[src/rtl/dac_sample_feeder.sv]
// dac_sample_feeder: CPU-side sample FIFO feeding the PWM DAC over req/ack.
// Ports: clk/rst; enable; wr_valid/wr_data/wr_ready, count;
//        underrun/clr_underrun; duty_cycle/req to DAC, ack from DAC.
module dac_sample_feeder #(
    parameter int WIDTH       = 12,
    parameter int DEPTH       = 32,
    parameter int SYNC_STAGES = 2
) (
    input  logic                     clk,
    input  logic                     rst,
    input  logic                     enable,
    input  logic                     wr_valid,
    input  logic [WIDTH-1:0]         wr_data,
    output logic                     wr_ready,
    output logic [$clog2(DEPTH):0]   count,
    output logic                     underrun,
    input  logic                     clr_underrun,
    output logic [WIDTH-1:0]         duty_cycle,
    output logic                     req,
    input  logic                     ack
);

    localparam int AW = $clog2(DEPTH);
    localparam logic [AW:0] FULL = (AW+1)'(DEPTH);

    typedef enum logic [1:0] {
        IDLE,
        SETUP,
        REQ,
        RELEASE
    } state_t;

    state_t state_q;
    state_t state_d;

    logic [WIDTH-1:0]       mem [DEPTH];
    logic [AW-1:0]          wr_ptr;
    logic [AW-1:0]          rd_ptr;
    logic [SYNC_STAGES-1:0] sync_q;
    logic                   ack_s;
    logic                   primed;
    logic                   push;
    logic                   pop;
    logic                   underrun_set;

    assign wr_ready = (count != FULL);
    assign push     = wr_valid && wr_ready;
    assign ack_s    = sync_q[SYNC_STAGES-1];

    assign underrun_set = (state_q == IDLE) && enable
                          && primed && (count == '0);

    always_comb begin
        state_d = state_q;
        pop     = 1'b0;
        unique case (state_q)
            IDLE: begin
                if (enable && (count != '0) && !ack_s) begin
                    pop     = 1'b1;
                    state_d = SETUP;
                end
            end
            SETUP: state_d = REQ;
            REQ: begin
                if (ack_s) state_d = RELEASE;
            end
            RELEASE: begin
                if (!ack_s) state_d = IDLE;
            end
            default: state_d = IDLE;
        endcase
    end

    // Sample storage carries no reset; only pointers define validity.
    always_ff @(posedge clk) begin
        if (push) mem[wr_ptr] <= wr_data;
    end

    always_ff @(posedge clk or posedge rst) begin
        if (rst) begin
            state_q    <= IDLE;
            req        <= 1'b0;
            sync_q     <= '0;
            wr_ptr     <= '0;
            rd_ptr     <= '0;
            count      <= '0;
            duty_cycle <= '0;
            primed     <= 1'b0;
            underrun   <= 1'b0;
        end else begin
            state_q <= state_d;
            req     <= (state_d == REQ);
            sync_q  <= {sync_q[SYNC_STAGES-2:0], ack};

            if (push) wr_ptr <= wr_ptr + AW'(1);

            if (pop) begin
                rd_ptr     <= rd_ptr + AW'(1);
                duty_cycle <= mem[rd_ptr];
                primed     <= 1'b1;
            end

            if (push && !pop)
                count <= count + (AW+1)'(1);
            else if (pop && !push)
                count <= count - (AW+1)'(1);

            // Set dominates a coincident clear.
            if (underrun_set)
                underrun <= 1'b1;
            else if (clr_underrun)
                underrun <= 1'b0;
        end
    end

endmodule

[config.mk]
export PLATFORM = sky130hd
export DESIGN_NAME = dac_sample_feeder
export DESIGN_NICKNAME = d
export VERILOG_FILES = /design/src/rtl/dac_sample_feeder.sv
export SDC_FILE = /design/constraint.sdc
export NUM_CORES = 1
export LEC_CHECK = 0
export CAP_MARGIN = 20
export CORE_MARGIN = 2
export CORE_UTILIZATION = 35
export DETAILED_ROUTE_END_ITERATION = 16
export SLEW_MARGIN = 30
export SYNTH_ARGS = -nofsm -noshare
export SYNTH_HDL_FRONTEND = slang
export SYNTH_SLANG_ARGS = --single-unit
[constraint.sdc]
create_clock -name clk -period 8.7 [get_ports clk]
set_input_delay 0.87 -clock clk [delete_from_list [all_inputs] [get_ports clk]]
set_output_delay 0.87 -clock clk [all_outputs]
set_load 0.005 [all_outputs]
Word-level counts from Yosys, hierarchy flattened

Memories as Yosys holds them, arrays and structs flattened. A register that Yosys moved wholly into a read port is not among the register bits.
Index checks and enable logic that the tools add are counted.
W data, S select, Z words.

Memories kept: 1
Bits in registers: 23
RAM bits: 384
Output and inout bits: 21

Memory list:

| memory | words | bits a word | read ports | clocked after Yosys merged registers in | write ports | line | text |
|---|---|---|---|---|---|---|---|
| mem    | 32    | 12          | 1          | 1                                       | 1           | 36   | `logic [WIDTH-1:0] mem [DEPTH];` |

Multiplexer cells: 12
Equal/unequal tests: 5
Add/sub/neg operators: 4
Reductions and logical operators: 16

Operators with widths:

| cell                  | count |
|---|---|
| $mux W6               | 2 |
| $add A5 B1 Y5 const B | 2 |
| $logic_and A1 B1 Y1   | 8 |
| $pmux W2 S4           | 1 |
| $add A6 B1 Y6 const B | 1 |
| $eq A2 B2 Y1 const B  | 3 |
| $logic_not A6 Y1      | 1 |
| $mux W1               | 6 |
| $mux W2               | 3 |
| $ne A6 B6 Y1 const B  | 1 |
| $reduce_bool A6 Y1    | 1 |
| $sub A6 B1 Y6 const B | 1 |
| $reduce_bool A2 Y1    | 2 |
| $logic_not A1 Y1      | 3 |
| $eq A2 B1 Y1 const B  | 1 |
| $logic_not A2 Y1      | 1 |

Depth between registers and ports, before layout

Gate-level depths: netlist (run 1).

Depth in word-level cells: 8
Mapped depth: 13

Worst setup path after synthesis (run 1)

OpenSTA, ideal clock, no wires.

Path type: reg-to-reg
Start: register count[0]
End: register count[5]
Data arrival time: 3.064 ns
Path buffers: 1
Data required time: 8.620 ns
Library setup time: 0.080 ns
Stages on the path, launching flop included: 14
Path slack: 5.556 ns
Period minus slack after synthesis: 3.144 ns
Cells stage by stage: dfrtp_1 -> or4_1 -> nor3_2 -> nor3_2 -> inv_2 -> buf_2 -> ha_1 -> inv_1 -> ha_1 -> a21o_1 -> a21oi_1 -> or4_1 -> nand3_1 -> xnor2_1

Word-level cells in the longest chain between the ends: 8

Ends and longest elaborated chain:

| what                                                  | line | text |
|---|---|---|
| start, declared                                       | 15   | `output logic [$clog2(DEPTH):0] count,` |
| start signal, assigned                                | 104  | `count <= count + (AW+1)'(1);` |
| start signal, assigned                                | 106  | `count <= count - (AW+1)'(1);` |
| branches (longest 8 deep; another with $sub A6 B1 Y6) | n/a  |  |

Several ways; the timed one is not identified. The select of a mux whose other input is x is not followed.
A chain may end at the register's enable or synchronous reset.

Worst setup path in the final report (run 1)

Ends and elaborated chain as after synthesis.

==> results.py, run 1 <==
metrics = {
    "status": {
        "outcome": "finished clean",
    },
    "worst_setup_path": {
        "required_ns": 9.19,
        "worstPathCellList": "or4_1 -> nor3_2 -> nor3_2 -> buf_4 -> inv_2 -> ha_1 -> inv_1 -> ha_1 -> a21o_1 -> a21oi_1 -> or4_1 -> nand3_1 -> xnor2_1",
        "start_kind": "flop",
        "worstSetupPathType": "reg2reg",
        "crit_path_top_delay_cell": "or4_1",
        "path_max_fanout": 26,
        "cp_num_buf_inv": 3,
        "cp-end-kind": "flop",
        "slowest_delay_ns": 0.58,
        "cp_top_family": "simple AND/OR/NAND/NOR gates",
        "cp.arrival_ns": 4.38,
    },
    "pwr": {
        "power_density_nw_per_um2": 304,
        "irDropWorstVdd_v": 0.000151,
        "leakagePower_uw": 0.00603,
        "total_power_uw": 5800,
        "p_int_uw": 4150,
        "swShare": 0.285,
        "p_clk_frac": 0.316,
        "pwr-share-comb": 0.237,
        "switchingPower_uw": 1650,
        "seqPwrFrac": 0.447,
    },
    "timing": {
        "finalSetupViolations": 0,
        "rsz0062_at_grt": "false",
        "hold_viol": 0,
        "fin_tns_setup_ns": 0,
        "min_period_ns": 3.88,
        "slew_headroom": 0.367,
        "fmax_mhz": 257,
        "fin_skew_ns": 0.0193,
        "worstMarginPinSlew_ns": 0.948,
        "fin_crit_sh": 0.447,
        "maxSlewViolCount": 0,
    },
    "clocking": {
        "cts_setup_buffers": 0,
        "postCtsHoldBufs": 0,
        "cts_buffers": 43,
        "cts_tree": "yes",
        "clock_path_buffers": 3,
        "cts_resized": 0,
        "clk_latency_ns": 0.57,
        "path_clk_slew_ns": 0.06,
        "h-tree-depth": 2,
        "cts_sinks": 419,
        "cts_root_buf": "clkbuf_16",
    },
    "synth": {
        "yosysSeqAreaShare": 0.755,
        "synth_enable_flop_cells": 384,
        "yosysTopAreaCell": "edfxtp_1",
        "yosysUniqueCellTypes": 47,
        "syn_nets": 870,
        "synth_area_leaders": "edfxtp_1, mux4_2, dfrtp_1",
        "synthFlopType": "edfxtp_1",
        "ys_seq_elements": 419,
        "yosys.cell_count.top_type": "edfxtp_1",
        "synthCells": 841,
        "async_flop_share": 0.0835,
        "yosys_warnings": 0,
        "avgSynthCellArea_sq_um": 19.6,
        "synth_top_area_share": 0.701,
        "synth_commonest_cells": "edfxtp_1, mux4_2, nor2_1, dfrtp_1",
        "synth_area_sq_um": 16400,
    },
    "drt": {
        "drcViolationCount": 0,
        "via_per_inst": 5.20,
        "detail-route-antenna-nets": 0,
        "vias": 8108,
        "routed_wl_mm": 38.5,
        "drt_iter0_markers": 851,
        "detail_route.wl_per_cell_microns": 24.7,
        "dr.pass1.iters": 5,
    },
    "final_layout": {
        "syn_to_final_growth_pct": 15.9,
        "num_antenna_cells": 0,
        "layout-drive-gt1-share": 0.255,
        "nets": 946,
        "fin_area_sq_um": 19100,
    },
    "placed_design": {
        "place_congestion": 0.762,
        "portBuffers": 38,
        "dpl-instance-area_sq_um": 17700,
        "hpwl_mm": 22.4,
    },
    "floorplan": {
        "die_area_sq_um": 48700,
        "coreArea_sq_um": 46500,
        "pin_count": 39,
        "num_rows": 79,
        "chipHeight_microns": 221,
        "fp.dieW_microns": 221,
        "initial_core_util": 0.354,
    },
    "global_routing": {
        "grt_max_degree": 56,
        "grt.total_usage": 0.163,
        "grt_antenna_before_repair": 0,
        "grt_pass1_vias": 8298,
        "grt-ovfl-total": 0,
        "grt_pass1_wl_mm": 56.4,
    },
    "hold_path": {
        "hold_class": "reg2reg",
    },
    "job": {
        "drv_cap": 0,
    },
}
-- registers in the layout (all words and copies together), names as in the netlist --
name and flops:
count 6, duty_cycle 12, mem 384, primed 1, rd_ptr 5, req 1, state_q 2, sync_q 2
underrun 1, wr_ptr 5
-- per-layer routing --
metal,track usage,vias up,wire (microns)
li1,-,3546,-
met1,0.230,4238,17000
met2,0.255,258,18000
met3,0.0298,66,2520
met4,0.0553,0,969
met5,0,-,0
-- cells by family after synthesis --
| family | synth area share |
|---|---|
| flops | 0.755 |
| simple gates | 0.0487 |
| mux | 0.147 |
| buf+inv | 0.0170 |
| compound gates | 0.0176 |
| xor+xnor | 0.00639 |
| fa+ha+maj | 0.00883 |
-- final cells by class --
cell class                      instances  area [sq um]
Clock buffer                           58          1180
Timing Repair Buffer                   76           641
Tap cell                              607           759
Sequential cell                       419         12400
Fill cell                            4107         27400
Multi-Input combinational cell        366          3800
Inverter                               11          41.3
Clock inverter                         22           218
-- power by group through the flow --
stage / clock network, uW / registers [uW] / logic [uW]
5_1_grt: 1940 / 2620 / 1490
6_report: 1830 / 2590 / 1370
3_5_place_dp: 0 / 2640 / 1400
4_1_cts: 1870 / 2590 / 1410
3_3_place_gp: 0 / 2630 / 1380
2_1_floorplan: 0 / 2480 / 1050
-- placed cells by master, fill, tap and decap left out, types with 8 or more instances in the layout --
cell	n
clkbuf_16	43
ha_1	10
nand2_1	33
nor2_1	54
clkbuf_1	10
edfxtp_1	384
xnor2_1	11
nor3_1	33
clkdlybuf4s50_1	33
inv_1	10
clkinv_2	8
mux2_2	33
a22oi_1	22
mux4_2	84
buf_4	38
nand4_1	15
mux2i_1	13
dfrtp_1	31
-- path summary, 6_finish.rpt --
kind | start | to | slack (ns) | depth (start not counted)
max in group asynchronous | rst | rd_ptr[1] | 7.53 | 3
min in group asynchronous | rst | sync_q[1] | 0.75 | 3
min | sync_q[0] | sync_q[1] | 0.36 | 0
max | count[0] | count[5] | 4.82 | 13
min reg2reg | sync_q[0] | sync_q[1] | 0.36 | 0
max reg2reg | count[0] | count[5] | 4.82 | 13
-- worst register-to-register path: cells and delay by family (launching register included) --
family	cells	cell delay, ns
and+or+nand+nor	5	1.45
buffers and inverters	3	0.93
adders and majority gates	2	0.68
DFF	1	0.44
AOI/OAI and AO/OA	2	0.20
xor gates and xnor gates	1	0.11
-- per-stage QoR --
stage | util | setup WS, ns | instances | hold slack [ns]
6_report | 0.410 | 4.82 | 1559 | 0.362
5_1_grt | 0.410 | 4.55 | 1559 | 0.369
4_1_cts | 0.410 | 4.79 | 1559 | 0.359
3_5_place_dp | 0.380 | 4.67 | 1479 | 0.336
3_3_place_gp | 0.380 | 4.73 | 1479 | 0.338
2_1_floorplan | - | 5.56 | 841 | 0.331
Note: power is estimated with default switching activity, not from simulation.
==> run 2: changes to the inputs <==
==> constraint.sdc (replaced) <==
create_clock -name clk -period 3.61 [get_ports clk]
set_input_delay 0.361 -clock clk [delete_from_list [all_inputs] [get_ports clk]]
set_output_delay 0.361 -clock clk [all_outputs]
set_load 0.005 [all_outputs]
==> results.py, run 2 (same netlist as run 1, synthesis figures left out) <==
metrics = {
    "clocking": {
        "cts_buffers": 43,
        "cts_tree": "yes",
        "h-tree-depth": 2,
        "path_clk_slew_ns": 0.06,
        "clk_latency_ns": 0.56,
        "cts_root_buf": "clkbuf_16",
        "cts_sinks": 419,
        "postCtsHoldBufs": 0,
        "cts_resized": 0,
        "cts_setup_buffers": 0,
        "clock_path_buffers": 3,
    },
    "drt": {
        "detail_route.wl_per_cell_microns": 23.1,
        "drcViolationCount": 0,
        "routed_wl_mm": 36.2,
        "vias": 8129,
        "via_per_inst": 5.17,
        "dr.pass1.iters": 5,
        "drt_iter0_markers": 887,
        "detail-route-antenna-nets": 0,
    },
    "timing": {
        "finalSetupViolations": 0,
        "maxSlewViolCount": 0,
        "fmax_mhz": 320,
        "fin_crit_sh": 0.864,
        "rsz0062_at_grt": "false",
        "hold_viol": 0,
        "hold-worst-slack_ns": 0.182,
        "min_period_ns": 3.12,
        "slew_headroom": 0.478,
        "fin_tns_setup_ns": 0,
        "worstMarginPinSlew_ns": 0.780,
        "fin_skew_ns": 0.0264,
    },
    "worst_setup_path": {
        "r2r-start": "count[0]",
        "crit_path_top_delay_cell": "or4_1",
        "ff2ff_setup_slack_ns": 0.49,
        "path_max_fanout": 9,
        "reg2regPathDepth": 10,
        "crit_start": "count[0]",
        "cp-endpoint": "count[5]",
        "start_kind": "flop",
        "worstSetupPathType": "reg2reg",
        "worstPathCellList": "or4_1 -> o31a_1 -> ha_1 -> inv_1 -> ha_1 -> a21o_1 -> a21oi_1 -> or4_1 -> nand3_1 -> xnor2_1",
        "cp-end-kind": "flop",
        "regToRegEndpoint": "count[5]",
        "required_ns": 4.06,
        "slowest_delay_ns": 0.58,
        "cp.arrival_ns": 3.57,
    },
    "final_layout": {
        "final_cell_mix": "edfxtp_1, mux4_2, nor2_1",
        "layout-drive-gt1-share": 0.259,
        "final_core_util": 0.412,
        "top_register": "mem",
        "fin_area_sq_um": 19100,
        "largest_reg_flops": 384,
        "syn_to_final_growth_pct": 16.5,
        "num_antenna_cells": 0,
        "nets": 959,
        "final_common_cell": "edfxtp_1",
        "nFillCells": 4132,
        "reg_top3": "mem: 384 flops, duty_cycle: 12 flops, count: 6 flops",
    },
    "floorplan": {
        "chipHeight_microns": 221,
        "num_rows": 79,
        "pin_count": 39,
        "die_area_sq_um": 48700,
        "initial_core_util": 0.354,
        "coreArea_sq_um": 46500,
        "fp.dieW_microns": 221,
    },
    "placed_design": {
        "place_congestion": 0.778,
        "portBuffers": 38,
        "dpl-instance-area_sq_um": 17800,
        "hpwl_mm": 21.6,
    },
    "pwr": {
        "total_power_uw": 14000,
        "irDropWorstVdd_v": 0.000481,
        "power_density_nw_per_um2": 731,
        "leakagePower_uw": 0.00609,
    },
    "global_routing": {
        "grt_antenna_before_repair": 0,
        "grt_pass1_wl_mm": 53.9,
        "grt_pass1_vias": 8305,
        "grt.total_usage": 0.152,
        "grt-ovfl-total": 0,
        "grt_max_degree": 45,
    },
    "job": {
        "drv_cap": 0,
    },
    "hold_path": {
        "hold_class": "in2async",
    },
    "status": {
        "outcome": "finished clean",
    },
}
[run 2: cell types whose count changed in the layout (fill, tap and decap cells not counted), moves of 3 or more]
cell,before,now
buf_12,0,4
nor2_4,5,0
buf_2,5,2
clkbuf_8,5,0
clkdlybuf4s50_1,33,36
clkinv_2,8,12
nor2_1,54,57
buf_4,38,47
[run 2: layout make-up]
class | count | area [sq um] | share of cell area
Inverter | 11 | 41.3 | 0.00216
Clock buffer | 53 | 1110 | 0.0582
Timing Repair Buffer | 89 | 803 | 0.0419
Clock inverter | 27 | 244 | 0.0127
Multi-Input combinational cell | 366 | 3770 | 0.197
Sequential cell | 419 | 12400 | 0.648
Tap cell | 607 | 759 | 0.0397
[run 2: metal layers]
layer	part of all wire	track usage
met5	0	0
met4	0.016	0.0349
met3	0.060	0.0291
met2	0.48	0.245
met1	0.45	0.214
[run 2: power by group]
group          internal [uW]  total [uW]  leakage, uW  switching (uW)
Clock                   2490        4310     0.000668            1820
Combinational           1750        3450      0.00155            1700
Sequential              5740        6230      0.00387             490
[run 2: stage by stage]
step / cells / setup slack, ns
global placement: 1492 / 0.521
finish: 1572 / 0.490
CTS: 1572 / 0.474
global route: 1572 / 0.305
detailed placement: 1492 / 0.491
floorplan: 841 / 0.466
[run 2: critical path, delay by kind of cell, from the launching register on]
kind	cells	cell delay, ns
AO/OA/AOI/OAI	3	0.85
AND/OR/NAND/NOR	3	0.81
adder cells (fa/ha/maj)	2	0.59
flip-flops	1	0.44
buffers and inverters	1	0.18
XOR/XNOR	1	0.13
[run 2: worst min path at each step]
stage | from | to | slack (ns) | cells past startpoint
6_report | rst | state_q[1] | 0.18 | 2
5_1_grt | ack | sync_q[0] | 0.24 | 1
4_1_cts | rst | duty_cycle[9] | 0.18 | 2
3_5_place_dp | sync_q[0] | sync_q[1] | 0.34 | 0
3_3_place_gp | sync_q[0] | sync_q[1] | 0.35 | 0
2_1_floorplan | sync_q[0] | sync_q[1] | 0.33 | 0
